===== src/rtl/dmem_arbiter_if.sv =====
// -----------------------------------------------------------------------------
// dmem_arbiter_if
//   Bundles the two requester ports (CPU load/store, UART loader/DMA) and the
//   synchronous RAM port that the data-memory arbiter sits between.
//
//   Handshake rule for both requester ports:
//     A transfer happens in every cycle where <port>_req_valid and
//     <port>_req_ready are both 1.  A requester keeps addr/we/wdata stable
//     while valid is high and ready is low.  It may drop valid before ready,
//     which cancels the request.  ready may depend combinationally on valid.
//     A read transfer (we == 0) in cycle N is answered by <port>_rvalid = 1
//     in cycle N+1 for exactly one cycle.  Writes get no response.
//
//   Modports:
//     slave  - the arbiter: consumes requests and mem_dout, drives readies,
//              read responses, stall flag and the RAM control signals.
//     master - the environment: requesters plus the RAM model.
// -----------------------------------------------------------------------------
interface dmem_arbiter_if #(
  parameter int ADDR_WIDTH = 14,
  parameter int DATA_WIDTH = 32
);
  localparam int BE_WIDTH = DATA_WIDTH / 8;

  // CPU (EX stage load/store) port
  logic                  cpu_req_valid;
  logic                  cpu_req_ready;
  logic [ADDR_WIDTH-1:0] cpu_addr;
  logic [BE_WIDTH-1:0]   cpu_we;
  logic [DATA_WIDTH-1:0] cpu_wdata;
  logic                  cpu_rvalid;
  logic [DATA_WIDTH-1:0] cpu_rdata;
  logic                  cpu_stall;

  // Loader / DMA port
  logic                  ld_req_valid;
  logic                  ld_req_ready;
  logic                  ld_lock;
  logic [ADDR_WIDTH-1:0] ld_addr;
  logic [BE_WIDTH-1:0]   ld_we;
  logic [DATA_WIDTH-1:0] ld_wdata;
  logic                  ld_rvalid;
  logic [DATA_WIDTH-1:0] ld_rdata;

  // Synchronous single-port RAM, 1-cycle read latency
  logic                  mem_en;
  logic [BE_WIDTH-1:0]   mem_we;
  logic [ADDR_WIDTH-1:0] mem_addr;
  logic [DATA_WIDTH-1:0] mem_din;
  logic [DATA_WIDTH-1:0] mem_dout;

  modport slave (
    input  cpu_req_valid, cpu_addr, cpu_we, cpu_wdata,
    output cpu_req_ready, cpu_rvalid, cpu_rdata, cpu_stall,
    input  ld_req_valid, ld_lock, ld_addr, ld_we, ld_wdata,
    output ld_req_ready, ld_rvalid, ld_rdata,
    output mem_en, mem_we, mem_addr, mem_din,
    input  mem_dout
  );

  modport master (
    output cpu_req_valid, cpu_addr, cpu_we, cpu_wdata,
    input  cpu_req_ready, cpu_rvalid, cpu_rdata, cpu_stall,
    output ld_req_valid, ld_lock, ld_addr, ld_we, ld_wdata,
    input  ld_req_ready, ld_rvalid, ld_rdata,
    input  mem_en, mem_we, mem_addr, mem_din,
    output mem_dout
  );
endinterface


===== src/rtl/dmem_arbiter.sv =====
// -----------------------------------------------------------------------------
// dmem_arbiter
//   Shares the single-port data/IO RAM between the CPU load/store port and the
//   UART loader/DMA port.  Round-robin between the two, with a loader lock
//   that lets the loader own the RAM for a whole programming burst.
//
//   Ports:
//     clk           system clock
//     rst           synchronous active-low reset (rst=0 resets on rising clk)
//     bus           dmem_arbiter_if.slave: both requester ports + RAM port
//     stall_cnt_clr clears stall_cnt on the next edge (wins over increment)
//     stall_cnt     saturating count of cycles with cpu_stall=1 (CSR readout)
//     state_dbg     current arbitration state (00 PRI_CPU, 01 PRI_LD,
//                   10 LD_LOCK)
//
//   Arbitration states:
//     PRI_CPU  CPU wins a tie
//     PRI_LD   loader wins a tie
//     LD_LOCK  only the loader can be granted; left when ld_lock drops
//   A lone requester is always granted outside LD_LOCK, so one transfer per
//   cycle is possible with no bubbles.  Winning a transfer hands tie priority
//   to the other side, which makes continuous contention alternate strictly.
// -----------------------------------------------------------------------------
module dmem_arbiter #(
  parameter int ADDR_WIDTH = 14,
  parameter int DATA_WIDTH = 32
) (
  input  logic                clk,
  input  logic                rst,
  dmem_arbiter_if.slave       bus,
  input  logic                stall_cnt_clr,
  output logic [15:0]         stall_cnt,
  output logic [1:0]          state_dbg
);

  localparam int BE_WIDTH = DATA_WIDTH / 8;

  typedef enum logic [1:0] {
    PRI_CPU = 2'b00,
    PRI_LD  = 2'b01,
    LD_LOCK = 2'b10
  } state_t;

  state_t state;
  state_t state_nxt;

  logic cpu_gnt;
  logic ld_gnt;

  logic [BE_WIDTH-1:0]   mux_we;
  logic [ADDR_WIDTH-1:0] mux_addr;
  logic [DATA_WIDTH-1:0] mux_din;

  logic cpu_rvalid_q;
  logic ld_rvalid_q;
  logic cpu_stall_c;

  // ---------------------------------------------------------------------------
  // State register
  // ---------------------------------------------------------------------------
  always_ff @(posedge clk) begin
    if (!rst) begin
      state <= PRI_CPU;
    end else begin
      state <= state_nxt;
    end
  end

  // ---------------------------------------------------------------------------
  // Grant and next state.  Grants already include the requester's valid, so
  // a grant is a transfer.  Everything is forced idle while rst=0 so that no
  // RAM access can start during reset.
  // ---------------------------------------------------------------------------
  always_comb begin
    cpu_gnt   = 1'b0;
    ld_gnt    = 1'b0;
    state_nxt = state;

    if (rst) begin
      case (state)
        PRI_CPU: begin
          cpu_gnt = bus.cpu_req_valid;
          ld_gnt  = bus.ld_req_valid & ~bus.cpu_req_valid;
        end
        PRI_LD: begin
          ld_gnt  = bus.ld_req_valid;
          cpu_gnt = bus.cpu_req_valid & ~bus.ld_req_valid;
        end
        LD_LOCK: begin
          ld_gnt  = bus.ld_req_valid;
        end
        default: begin
          cpu_gnt = 1'b0;
          ld_gnt  = 1'b0;
        end
      endcase

      if (cpu_gnt) begin
        state_nxt = PRI_LD;
      end else if (ld_gnt) begin
        state_nxt = bus.ld_lock ? LD_LOCK : PRI_CPU;
      end else if ((state == LD_LOCK) && !bus.ld_lock) begin
        // Lock released without a transfer in the same cycle.
        state_nxt = PRI_CPU;
      end
    end
  end

  // ---------------------------------------------------------------------------
  // RAM request mux.  With no transfer the address/data buses idle on the CPU
  // values; only mem_en and mem_we tell the RAM nothing is happening.
  // ---------------------------------------------------------------------------
  always_comb begin
    mux_we   = '0;
    mux_addr = bus.cpu_addr;
    mux_din  = bus.cpu_wdata;
    if (ld_gnt) begin
      mux_we   = bus.ld_we;
      mux_addr = bus.ld_addr;
      mux_din  = bus.ld_wdata;
    end else if (cpu_gnt) begin
      mux_we   = bus.cpu_we;
    end
  end

  assign bus.mem_en   = cpu_gnt | ld_gnt;
  assign bus.mem_we   = mux_we;
  assign bus.mem_addr = mux_addr;
  assign bus.mem_din  = mux_din;

  assign bus.cpu_req_ready = cpu_gnt;
  assign bus.ld_req_ready  = ld_gnt;

  assign cpu_stall_c   = bus.cpu_req_valid & ~cpu_gnt;
  assign bus.cpu_stall = cpu_stall_c;

  // ---------------------------------------------------------------------------
  // Read response tracking.  The RAM returns data one cycle after a read, so
  // remembering who issued the read is enough to steer rvalid; rdata is a
  // plain pass-through of mem_dout on both ports.
  // ---------------------------------------------------------------------------
  always_ff @(posedge clk) begin
    if (!rst) begin
      cpu_rvalid_q <= 1'b0;
      ld_rvalid_q  <= 1'b0;
    end else begin
      cpu_rvalid_q <= cpu_gnt & (bus.cpu_we == '0);
      ld_rvalid_q  <= ld_gnt  & (bus.ld_we  == '0);
    end
  end

  // Gating with rst drops the response of a read accepted right before reset
  // is asserted: the flag is still set in the first reset cycle.
  assign bus.cpu_rvalid = cpu_rvalid_q & rst;
  assign bus.ld_rvalid  = ld_rvalid_q  & rst;
  assign bus.cpu_rdata  = bus.mem_dout;
  assign bus.ld_rdata   = bus.mem_dout;

  // ---------------------------------------------------------------------------
  // Saturating stall counter; clear wins over increment.
  // ---------------------------------------------------------------------------
  always_ff @(posedge clk) begin
    if (!rst) begin
      stall_cnt <= 16'h0000;
    end else if (stall_cnt_clr) begin
      stall_cnt <= 16'h0000;
    end else if (cpu_stall_c && (stall_cnt != 16'hFFFF)) begin
      stall_cnt <= stall_cnt + 16'h0001;
    end
  end

  assign state_dbg = state;

endmodule


===== src/flat_wrapper.sv =====
// flat-port wrapper written by rule: the top's interface ports become plain ports
module dmem_arbiter_flat 
#(
  parameter int ADDR_WIDTH = 14,
  parameter int DATA_WIDTH = 32
)
  (clk, rst, stall_cnt_clr, stall_cnt, state_dbg, bus_cpu_req_valid, bus_cpu_addr, bus_cpu_we, bus_cpu_wdata, bus_cpu_req_ready, bus_cpu_rvalid, bus_cpu_rdata, bus_cpu_stall, bus_ld_req_valid, bus_ld_lock, bus_ld_addr, bus_ld_we, bus_ld_wdata, bus_ld_req_ready, bus_ld_rvalid, bus_ld_rdata, bus_mem_en, bus_mem_we, bus_mem_addr, bus_mem_din, bus_mem_dout);
  dmem_arbiter_if #(.ADDR_WIDTH(ADDR_WIDTH), .DATA_WIDTH(DATA_WIDTH)) bus_i ();
  input  logic clk;
  input  logic rst;
  input  logic stall_cnt_clr;
  output logic [15:0] stall_cnt;
  output logic [1:0] state_dbg;
  input wire logic [$bits(bus_i.cpu_req_valid)-1:0] bus_cpu_req_valid;
  input wire logic [$bits(bus_i.cpu_addr)-1:0] bus_cpu_addr;
  input wire logic [$bits(bus_i.cpu_we)-1:0] bus_cpu_we;
  input wire logic [$bits(bus_i.cpu_wdata)-1:0] bus_cpu_wdata;
  output wire logic [$bits(bus_i.cpu_req_ready)-1:0] bus_cpu_req_ready;
  output wire logic [$bits(bus_i.cpu_rvalid)-1:0] bus_cpu_rvalid;
  output wire logic [$bits(bus_i.cpu_rdata)-1:0] bus_cpu_rdata;
  output wire logic [$bits(bus_i.cpu_stall)-1:0] bus_cpu_stall;
  input wire logic [$bits(bus_i.ld_req_valid)-1:0] bus_ld_req_valid;
  input wire logic [$bits(bus_i.ld_lock)-1:0] bus_ld_lock;
  input wire logic [$bits(bus_i.ld_addr)-1:0] bus_ld_addr;
  input wire logic [$bits(bus_i.ld_we)-1:0] bus_ld_we;
  input wire logic [$bits(bus_i.ld_wdata)-1:0] bus_ld_wdata;
  output wire logic [$bits(bus_i.ld_req_ready)-1:0] bus_ld_req_ready;
  output wire logic [$bits(bus_i.ld_rvalid)-1:0] bus_ld_rvalid;
  output wire logic [$bits(bus_i.ld_rdata)-1:0] bus_ld_rdata;
  output wire logic [$bits(bus_i.mem_en)-1:0] bus_mem_en;
  output wire logic [$bits(bus_i.mem_we)-1:0] bus_mem_we;
  output wire logic [$bits(bus_i.mem_addr)-1:0] bus_mem_addr;
  output wire logic [$bits(bus_i.mem_din)-1:0] bus_mem_din;
  input wire logic [$bits(bus_i.mem_dout)-1:0] bus_mem_dout;
  assign bus_i.cpu_req_valid = bus_cpu_req_valid;
  assign bus_i.cpu_addr = bus_cpu_addr;
  assign bus_i.cpu_we = bus_cpu_we;
  assign bus_i.cpu_wdata = bus_cpu_wdata;
  assign bus_cpu_req_ready = bus_i.cpu_req_ready;
  assign bus_cpu_rvalid = bus_i.cpu_rvalid;
  assign bus_cpu_rdata = bus_i.cpu_rdata;
  assign bus_cpu_stall = bus_i.cpu_stall;
  assign bus_i.ld_req_valid = bus_ld_req_valid;
  assign bus_i.ld_lock = bus_ld_lock;
  assign bus_i.ld_addr = bus_ld_addr;
  assign bus_i.ld_we = bus_ld_we;
  assign bus_i.ld_wdata = bus_ld_wdata;
  assign bus_ld_req_ready = bus_i.ld_req_ready;
  assign bus_ld_rvalid = bus_i.ld_rvalid;
  assign bus_ld_rdata = bus_i.ld_rdata;
  assign bus_mem_en = bus_i.mem_en;
  assign bus_mem_we = bus_i.mem_we;
  assign bus_mem_addr = bus_i.mem_addr;
  assign bus_mem_din = bus_i.mem_din;
  assign bus_i.mem_dout = bus_mem_dout;
  dmem_arbiter #(.ADDR_WIDTH(ADDR_WIDTH), .DATA_WIDTH(DATA_WIDTH)) u_core (.clk(clk), .rst(rst), .bus(bus_i), .stall_cnt_clr(stall_cnt_clr), .stall_cnt(stall_cnt), .state_dbg(state_dbg));
endmodule

===== config.mk =====
export PLATFORM = sky130hd
export DESIGN_NAME = dmem_arbiter_flat
export DESIGN_NICKNAME = d
export VERILOG_FILES = /design/src/rtl/dmem_arbiter_if.sv /design/src/rtl/dmem_arbiter.sv /design/src/flat_wrapper.sv
export SDC_FILE = /design/constraint.sdc
export NUM_CORES = 1
export LEC_CHECK = 0
export ABC_AREA = 1
export CELL_PAD_IN_SITES_DETAIL_PLACEMENT = 0
export CELL_PAD_IN_SITES_GLOBAL_PLACEMENT = 2
export CORE_MARGIN = 2
export CORE_UTILIZATION = 10
export CTS_BUF_LIST = sky130_fd_sc_hd__clkbuf_8
export DETAILED_ROUTE_END_ITERATION = 8
export GPL_TIMING_DRIVEN = 0
export PLACE_DENSITY = 0.75
export REMOVE_ABC_BUFFERS = 1
export SYNTH_ARGS = -nofsm -noshare
export SYNTH_HDL_FRONTEND = slang
export SYNTH_SLANG_ARGS = --single-unit

===== constraint.sdc =====
create_clock -name clk -period 1.65 [get_ports clk]
set_input_delay 0.165 -clock clk [delete_from_list [all_inputs] [get_ports clk]]
set_output_delay 0.165 -clock clk [all_outputs]
set_load 0.01 [all_outputs]

# Yosys cells after proc, flatten, opt, wreduce, memory -nomap -nowiden
# Cells that the tools add are included.
# W data, S select, Z words.
[word_totals]
ff_bits = 20
latchBits = 0
mem_bits_rw = 0
romBits = 0
out_inout_bits = 138
word_cells = 46
memories = 0
[classes]
addsub = 1
multipliers = 0
n_div = 0
magnitude_cmp = 0
eq_ne = 3
shifts = 0
muxes = 14
n_bitwise = 12
n_reduce_logical = 11
[ops]
columns = ["op", "n"]
rows = [
  ["$mux W32", 1],
  ["$add A16 B1 Y16 const B", 1],
  ["$ne A16 B16 Y1 const B", 1],
  ["$mux W14", 1],
  ["$logic_not A4 Y1", 2],
  ["$mux W4", 2],
  ["$and A1 B1 Y1", 7],
  ["$mux W2", 3],
  ["$reduce_or A2 Y1", 3],
  ["$mux W1", 5],
  ["$not A1 Y1", 4],
  ["$pmux W1 S2", 2],
  ["$reduce_bool A3 Y1", 1],
  ["$eq A2 B1 Y1 const B", 1],
  ["$eq A2 B2 Y1 const B", 1],
  ["$logic_and A1 B1 Y1", 2],
  ["$logic_not A2 Y1", 1],
  ["$reduce_bool A2 Y1", 1],
  ["$logic_not A1 Y1", 1],
  ["$or A1 B1 Y1", 1],
]

# Depth between registers and ports, before layout
# Gate-level depths: netlist of the first run.
[depth]
ltp_word = 8
mapped_depth = 10
depth_no_buf = 10

# Least setup slack after synthesis of the first run
# OpenSTA, ideal clock, no wires.
[synth_timing]
path_kind = "reg-to-output"
from = "register u_core.state[0] (netlist: u_core.state_dbg[0])"
to = "output bus_mem_din[12]"
arrival_ps = 1579
required_ps = 1485
path_slack_ps = -94
path_stages_with_launch = 10
path_buffers = 2
cell_sequence = "dfxtp_1 > inv_1 > ha_1 > o21bai_1 > nand3_1 > inv_2 > buf_4 > buf_4 > nand2_1 > nand2_1"
[synth_between]
elab_chain_len = 6
elab_cells_between_ends = 8
cone_classes = "eq/ne: 2; mux: 4; reduce/logical: 2"
[synth_rtl]
columns = ["element", "line", "source"]
rows = [
  ["start: declaration", "dmem_arbiter.sv:44", "state_t state;"],
  ["start signal: assignment", "dmem_arbiter.sv:65", "state <= state_nxt;"],
  ["$eq A2 B1 Y1 or $eq A2 B2 Y1 (tied branches)", "dmem_arbiter.sv:80", "case (state)"],
  ["$reduce_or A2 Y1 (no source line)", "n/a", ""],
  ["$pmux W1 S2 *", "dmem_arbiter.sv:80", ""],
  ["$mux W1 * (2 in series)", "dmem_arbiter.sv:79", "if (rst) begin"],
  ["$mux W32 *", "dmem_arbiter.sv:117", "if (ld_gnt) begin"],
  ["end: declaration", "flat_wrapper.sv:33", "output wire logic [$bits(bus_i.mem_din)-1:0] bus_mem_din;"],
]
# Every way passes the cells marked *; elsewhere a longest branch is shown, timed or not. The select of a mux whose other input is x is not followed.

# Worst setup path after layout of the first run
[layout_timing]
from = "register u_core.state[0] (netlist: u_core.state_dbg[0])"
to = "output bus_mem_din[17]"
# Same word-level chain as after synthesis.

==> flow_metrics.env, run 1 <==
export IMPL_synth_distinct_cells=28
export IMPL_vias_per_cell=3.549
export IMPL_synth_edf_count=0
export IMPL_multiInputGateArea_sq_um=1939
export IMPL_dieArea_sq_um=24800
export IMPL_grt_pass1_wl_mm=19.20
export IMPL_layout_drive_gt1_share=0.4053
export IMPL_fin_crit_ns=2.047
export IMPL_crit_required_ns=1.48
export IMPL_setup_slack_ns=-0.3972
export IMPL_yosysMostFrequentCell="nand2_1"
export IMPL_drtIter0Drc=65
export IMPL_synthFlopType="dfxtp_1"
export IMPL_fin_cells=889
export IMPL_diodes=0
export IMPL_path_delay_family="buffers and inverters"
export IMPL_synth_common_cells="208 x nand2_1, 66 x buf_4, 26 x nor2_1"
export IMPL_grt_overflow=0
export IMPL_setup_violations=65
export IMPL_yosysWarnings=0
export IMPL_cts_sink_count=20
export IMPL_ys_seq_area_frac=0.1699
export IMPL_dpl_cell_count=842
export IMPL_via_count=3155
export IMPL_setup_tns_ns=-17.99
export IMPL_total_leakage_power_nw=2.320
export IMPL_finalInstanceArea_sq_um=5285
export IMPL_syn2layout_area_growth_pct=124.3
export IMPL_synthCells=419
export IMPL_wl_per_cell_um=16.19
export IMPL_worstMarginPinSlew_ns=0.4099
export IMPL_numCtsBuffers=3
export IMPL_slew_violations=0
export IMPL_dieWidth_um=157.5
export IMPL_routed_wl_mm=14.40
export IMPL_criticalPathCategory="reg2out"
export IMPL_place_gp_congestion=0.7005
export IMPL_synth_top_area_share=0.3314
export IMPL_hold_viol_final=0
export IMPL_die_y_um=157.5
export IMPL_fmax_mhz=488.5
export IMPL_grt_max_degree=16
export IMPL_drc=0
export IMPL_hold_slack_ns=0.3302
export IMPL_violations="setup timing"
export IMPL_crit_buf_inv=5
export IMPL_drt_pass1_iter_count=4
export IMPL_synth_area_leaders="nand2_1 33%, buf_4 21%, dfxtp_1 17%"
export IMPL_rsz0062_at_grt="yes"
export IMPL_cp_slowest_cell="dfxtp_2"
export IMPL_register_area_sq_um=405.4
export IMPL_p_per_area_nw_per_um2=477.8
export IMPL_status="complete, but fails checks"
export IMPL_peakVddDrop_uv=305.1
export IMPL_fin_skew_ns=0.002203
export IMPL_hpwl_mm=9.450
export IMPL_antenna_found_initial=1
export IMPL_path_clk_slew_ns=0.09
export IMPL_rows=56
export IMPL_critical_path_arrival_ns=1.88
export IMPL_clockBufferDepth=2
export IMPL_total_power_w=0.002525
export IMPL_post_route_period_util=1.241
export IMPL_start_util=0.1010
export IMPL_critical_path_max_stage_delay_ns=0.35
export IMPL_max_slew_margin_rel=0.7268
export IMPL_path_cells="inv_2 -> ha_4 -> o21bai_4 -> nand3_4 -> buf_12 -> buf_8 -> buf_16 -> nand2_2 -> nand2_1 -> buf_2"
export IMPL_async_flop_share=0
export IMPL_coreArea_sq_um=23330
export IMPL_port_buffers=179
export IMPL_hold_path_class="in2out"
export IMPL_cts_tree="built"
export IMPL_placed_cell_area_sq_um=4020
export IMPL_ys_seq_elements=20
export IMPL_io_pins=276
export IMPL_cts_root_buf="clkbuf_8"
export IMPL_syn_avg_cell_area_sq_um=5.623
export IMPL_yosys_area_top_type="nand2_1"
export IMPL_maxCapViolations=0
export IMPL_worst_path_max_fanout=8
export IMPL_grt_pass1_vias=3056
export IMPL_globalRouteTotalUtil=0.1063
export IMPL_htree_levels=1
export IMPL_nFillCells=2605
export IMPL_cp_end_kind="output pin"
export IMPL_critPathLaunchType="flop"
export IMPL_ant_nets=0
export IMPL_fin_nets=714
export IMPL_insertion_delay_ns=0.27
export IMPL_synth_area_sq_um=2356
-- kinds of logic (layout without fill, tap and decap cells) --
group,count (synthesis),count (layout),synth area share
compound gates,20,20,0.04727
xor+xnor,6,6,0.02230
buf+inv,105,254,0.2825
simple gates,263,265,0.4514
flops,20,20,0.1699
fa+ha+maj,5,5,0.02655
-- registers in the layout (all words and copies together) (netlist names) --
signal and cells:
u_core.cpu_rvalid_q 1, u_core.state_dbg 2, u_core.ld_rvalid_q 1, u_core.stall_cnt 16
-- final timing paths --
| kind | startpoint | endpoint | slack (ns) | cells past startpoint |
|---|---|---|---|---|
| worst max-delay path | u_core.state_dbg[0] | bus_mem_din[17] | -0.40 | 10 |
| worst min-delay path | bus_mem_dout[19] | bus_ld_rdata[19] | 0.33 | 0 |
| worst max register to register | u_core.state_dbg[0] | u_core.stall_cnt[1] | -0.06 | 10 |
| worst min register to register | u_core.stall_cnt[3] | u_core.stall_cnt[3] | 0.52 | 2 |
-- layer usage --
| metal | GRT usage | part of all wire | wire length [um] |
|---|---|---|---|
| met1 | 0.1237 | 0.40 | 5703 |
| met2 | 0.1724 | 0.46 | 6624 |
| met3 | 0.06222 | 0.13 | 1843 |
| met4 | 0.007792 | 0.0079 | 114 |
| met5 | 0.03313 | 0.0076 | 110 |
-- power by group --
part           switching [W]  internal, W  leakage, nW
Combinational       0.000698     0.000797         2.12
Sequential        0.00000783     0.000492        0.163
Clock               0.000207     0.000325       0.0357
Total               0.000912      0.00161         2.32
-- metrics by stage --
step / worst slack [ns] / utilization
after floorplan: -1.380 / -
after global placement: -3.658 / 0.1712
after detailed placement: -1.654 / 0.1723
after CTS: -0.4245 / 0.2032
after global routing: -0.4783 / 0.2265
final: -0.3972 / 0.2265
-- repair_timing --
action / CTS / global route
gates resized for setup: 355 / 114
pin swaps: 28 / 33
setup buffers: 25 / 6
endpoints found under the setup margin: 73 / 70
endpoints found under the hold margin: 0 / 0
hold buffers: 0 / 0
cloned: 12 / 1
-- layout by cell type, fill, tap and decap left out, types with 6 or more instances in the layout --
cell type	Yosys	routed
a21oi_1	12	12
buf_12	0	7
buf_2	3	24
buf_4	66	12
buf_6	2	39
clkdlybuf4s50_1	0	124
dfxtp_1	20	16
inv_1	24	20
nand2_1	208	114
nand2_2	2	56
nand2_4	2	39
nand3_1	13	8
nand3_4	0	6
nor2_1	26	24
-- layout make-up --
cell class | count | area share
timing repair buffer | 214 | 0.4157
multi-input combinational | 296 | 0.3670
sequential | 20 | 0.07670
tap | 319 | 0.07552
inverter | 29 | 0.02699
timing repair inverter | 7 | 0.02462
clock buffer | 3 | 0.007812
clock inverter | 1 | 0.005682
Note: power is estimated with default switching activity, not from simulation.
==> run 2: changes to the inputs <==
--- a/config.mk
+++ b/config.mk
@@ -13,6 +13,7 @@
 export CTS_BUF_LIST = sky130_fd_sc_hd__clkbuf_8
 export DETAILED_ROUTE_END_ITERATION = 8
 export GPL_TIMING_DRIVEN = 0
+export HOLD_SLACK_MARGIN = 0.03
 export PLACE_DENSITY = 0.75
 export REMOVE_ABC_BUFFERS = 1
 export SYNTH_ARGS = -nofsm -noshare
==> results of run 2 <==
The final DEF is identical to that of run 1; final timing and power are the same.
==> run 3: changes to the inputs <==
--- a/config.mk
+++ b/config.mk
@@ -14,7 +14,7 @@
 export DETAILED_ROUTE_END_ITERATION = 8
 export GPL_TIMING_DRIVEN = 0
 export HOLD_SLACK_MARGIN = 0.03
-export PLACE_DENSITY = 0.75
+export PLACE_DENSITY = 0.88
 export REMOVE_ABC_BUFFERS = 1
 export SYNTH_ARGS = -nofsm -noshare
 export SYNTH_HDL_FRONTEND = slang
==> flow_metrics.env, run 3 (synthesized netlist as in run 1, its figures left out) <==
export IMPL_fmax_mhz=491.1
export IMPL_rsz0062_at_grt="yes"
export IMPL_post_route_period_util=1.234
export IMPL_drc=0
export IMPL_coreArea_sq_um=23330
export IMPL_globalRouteTotalUtil=0.09640
export IMPL_cts_root_buf="clkbuf_8"
export IMPL_port_buffers=179
export IMPL_drt_pass1_iter_count=3
export IMPL_placed_cell_area_sq_um=4020
export IMPL_io_pins=276
export IMPL_place_gp_congestion=0.7018
export IMPL_antenna_found_initial=0
export IMPL_max_slew_margin_rel=0.7055
export IMPL_slew_violations=0
export IMPL_cp_end_kind="output pin"
export IMPL_insertion_delay_ns=0.26
export IMPL_violations="setup timing"
export IMPL_largest_register_ff_count=16
export IMPL_dieArea_sq_um=24800
export IMPL_holdPathStages=0
export IMPL_grt_overflow=0
export IMPL_start_util=0.1010
export IMPL_cts_tree="built"
export IMPL_hold_viol_final=0
export IMPL_critPathLaunchType="flop"
export IMPL_peakVddDrop_uv=282.7
export IMPL_worstMarginPinSlew_ns=0.4418
export IMPL_crit_required_ns=1.48
export IMPL_wl_per_cell_um=14.40
export IMPL_largest_register="u_core.stall_cnt"
export IMPL_fin_skew_ns=0.004507
export IMPL_criticalPathCategory="reg2out"
export IMPL_syn2layout_area_growth_pct=109.6
export IMPL_grt_pass1_wl_mm=17.89
export IMPL_critical_path_arrival_ns=1.87
export IMPL_maxCapViolations=0
export IMPL_r2r_cells=13
export IMPL_cts_sink_count=20
export IMPL_routed_wl_mm=12.69
export IMPL_worst_path_max_fanout=25
export IMPL_fin_cells=881
export IMPL_hpwl_mm=8.860
export IMPL_total_leakage_power_nw=2.094
export IMPL_grt_pass1_vias=3041
export IMPL_drtIter0Drc=75
export IMPL_fin_crit_ns=2.036
export IMPL_finalInstanceArea_sq_um=4937
export IMPL_numCtsBuffers=3
export IMPL_hold_path_class="in2out"
export IMPL_mostFrequentLayoutCells="142 x nand2_1, 124 x clkdlybuf4s50_1, 50 x nand2_2"
export IMPL_diodes=0
export IMPL_via_count=3056
export IMPL_grt_max_degree=26
export IMPL_fin_util=0.2116
export IMPL_p_per_area_nw_per_um2=471.1
export IMPL_wl_met3_mm=1.622
export IMPL_cts_hold_buf=0
export IMPL_dr_max_layer_used="met5"
export IMPL_clockBufferDepth=2
export IMPL_vias_per_cell=3.469
export IMPL_dieWidth_um=157.5
export IMPL_met1_length_mm=5.043
export IMPL_ant_nets=0
export IMPL_fin_nets=706
export IMPL_dpl_cell_count=842
export IMPL_layout_drive_gt1_share=0.3559
export IMPL_die_y_um=157.5
export IMPL_htree_levels=1
export IMPL_setup_violations=68
export IMPL_setup_slack_ns=-0.3864
export IMPL_dr_wl_met2_mm=5.958
export IMPL_rows=56
export IMPL_layout_commonest_cell="nand2_1"
export IMPL_status="complete, but fails checks"
export IMPL_path_clk_slew_ns=0.08
## run 3: cell count changes in the layout (fill, tap and decap cells not counted), moves of 3 or more
cell     change
buf_12       +4
buf_2        +5
buf_6       -12
ha_2         +3
nand2_1     +28
nand2_2      -6
nand2_4     -20
nand3_4      -4
## run 3: layout make-up
type,instances,area (sq um)
tap,319,399.1
timing repair inverter,1,20.02
sequential,20,407.9
inverter,29,133.9
timing repair buffer,213,2177
fill,2639,18400
multi-input combinational,295,1728
clock buffer,3,41.29
clock inverter,1,30.03
## run 3: through the flow
stage	hold slack (ns)	total power, W	setup TNS [ns]	setup WS [ns]
after floorplan	0.2417	0.0008219	-70.26	-1.380
after global placement	0.3302	0.001462	-174.73	-3.346
after detailed placement	0.3302	0.001458	-70.54	-1.344
after CTS	0.3302	0.002239	-17.19	-0.4213
after global routing	0.3301	0.002469	-22.28	-0.4536
final	0.3301	0.002326	-17.30	-0.3864
## run 3: power breakdown
part           internal [W]  switching [W]
Combinational      0.000734       0.000585
Sequential         0.000491     0.00000865
Clock              0.000324       0.000184
## run 3: path summary, 6_finish.rpt
path | startpoint | endpoint | slack (ns)
worst min register to register | u_core.stall_cnt[3] | u_core.stall_cnt[3] | 0.51
worst min-delay path | bus_mem_dout[1] | bus_cpu_rdata[1] | 0.33
worst max register to register | u_core.state_dbg[1] | u_core.stall_cnt[2] | -0.15
worst max-delay path | u_core.state_dbg[1] | bus_mem_we[2] | -0.39
## run 3: layer usage
metal | GRT usage | vias up
met5 | 0.03727 | -
met1 | 0.1095 | 1348
li1 | - | 1505
met4 | 0.004329 | 2
met3 | 0.05865 | 7
met2 | 0.1587 | 194
## run 3: timing repair
action                     in CTS  in global routing
buffers inserted               20                  9
resized for setup             319                 66
pin swaps                      38                 12
setup endpoints to repair      73                 68
gates cloned                    7                  1
## run 3: critical path, stage by stage, from the launching register on
cell and delay [ns]:
dfxtp_2 0.35, inv_2 0.06, ha_4 0.25, o21bai_4 0.12, nand3_4 0.11, buf_8 0.19
inv_16 0.11, nand2_1 0.07, nand2_1 0.09, clkdlybuf4s15_2 0.23
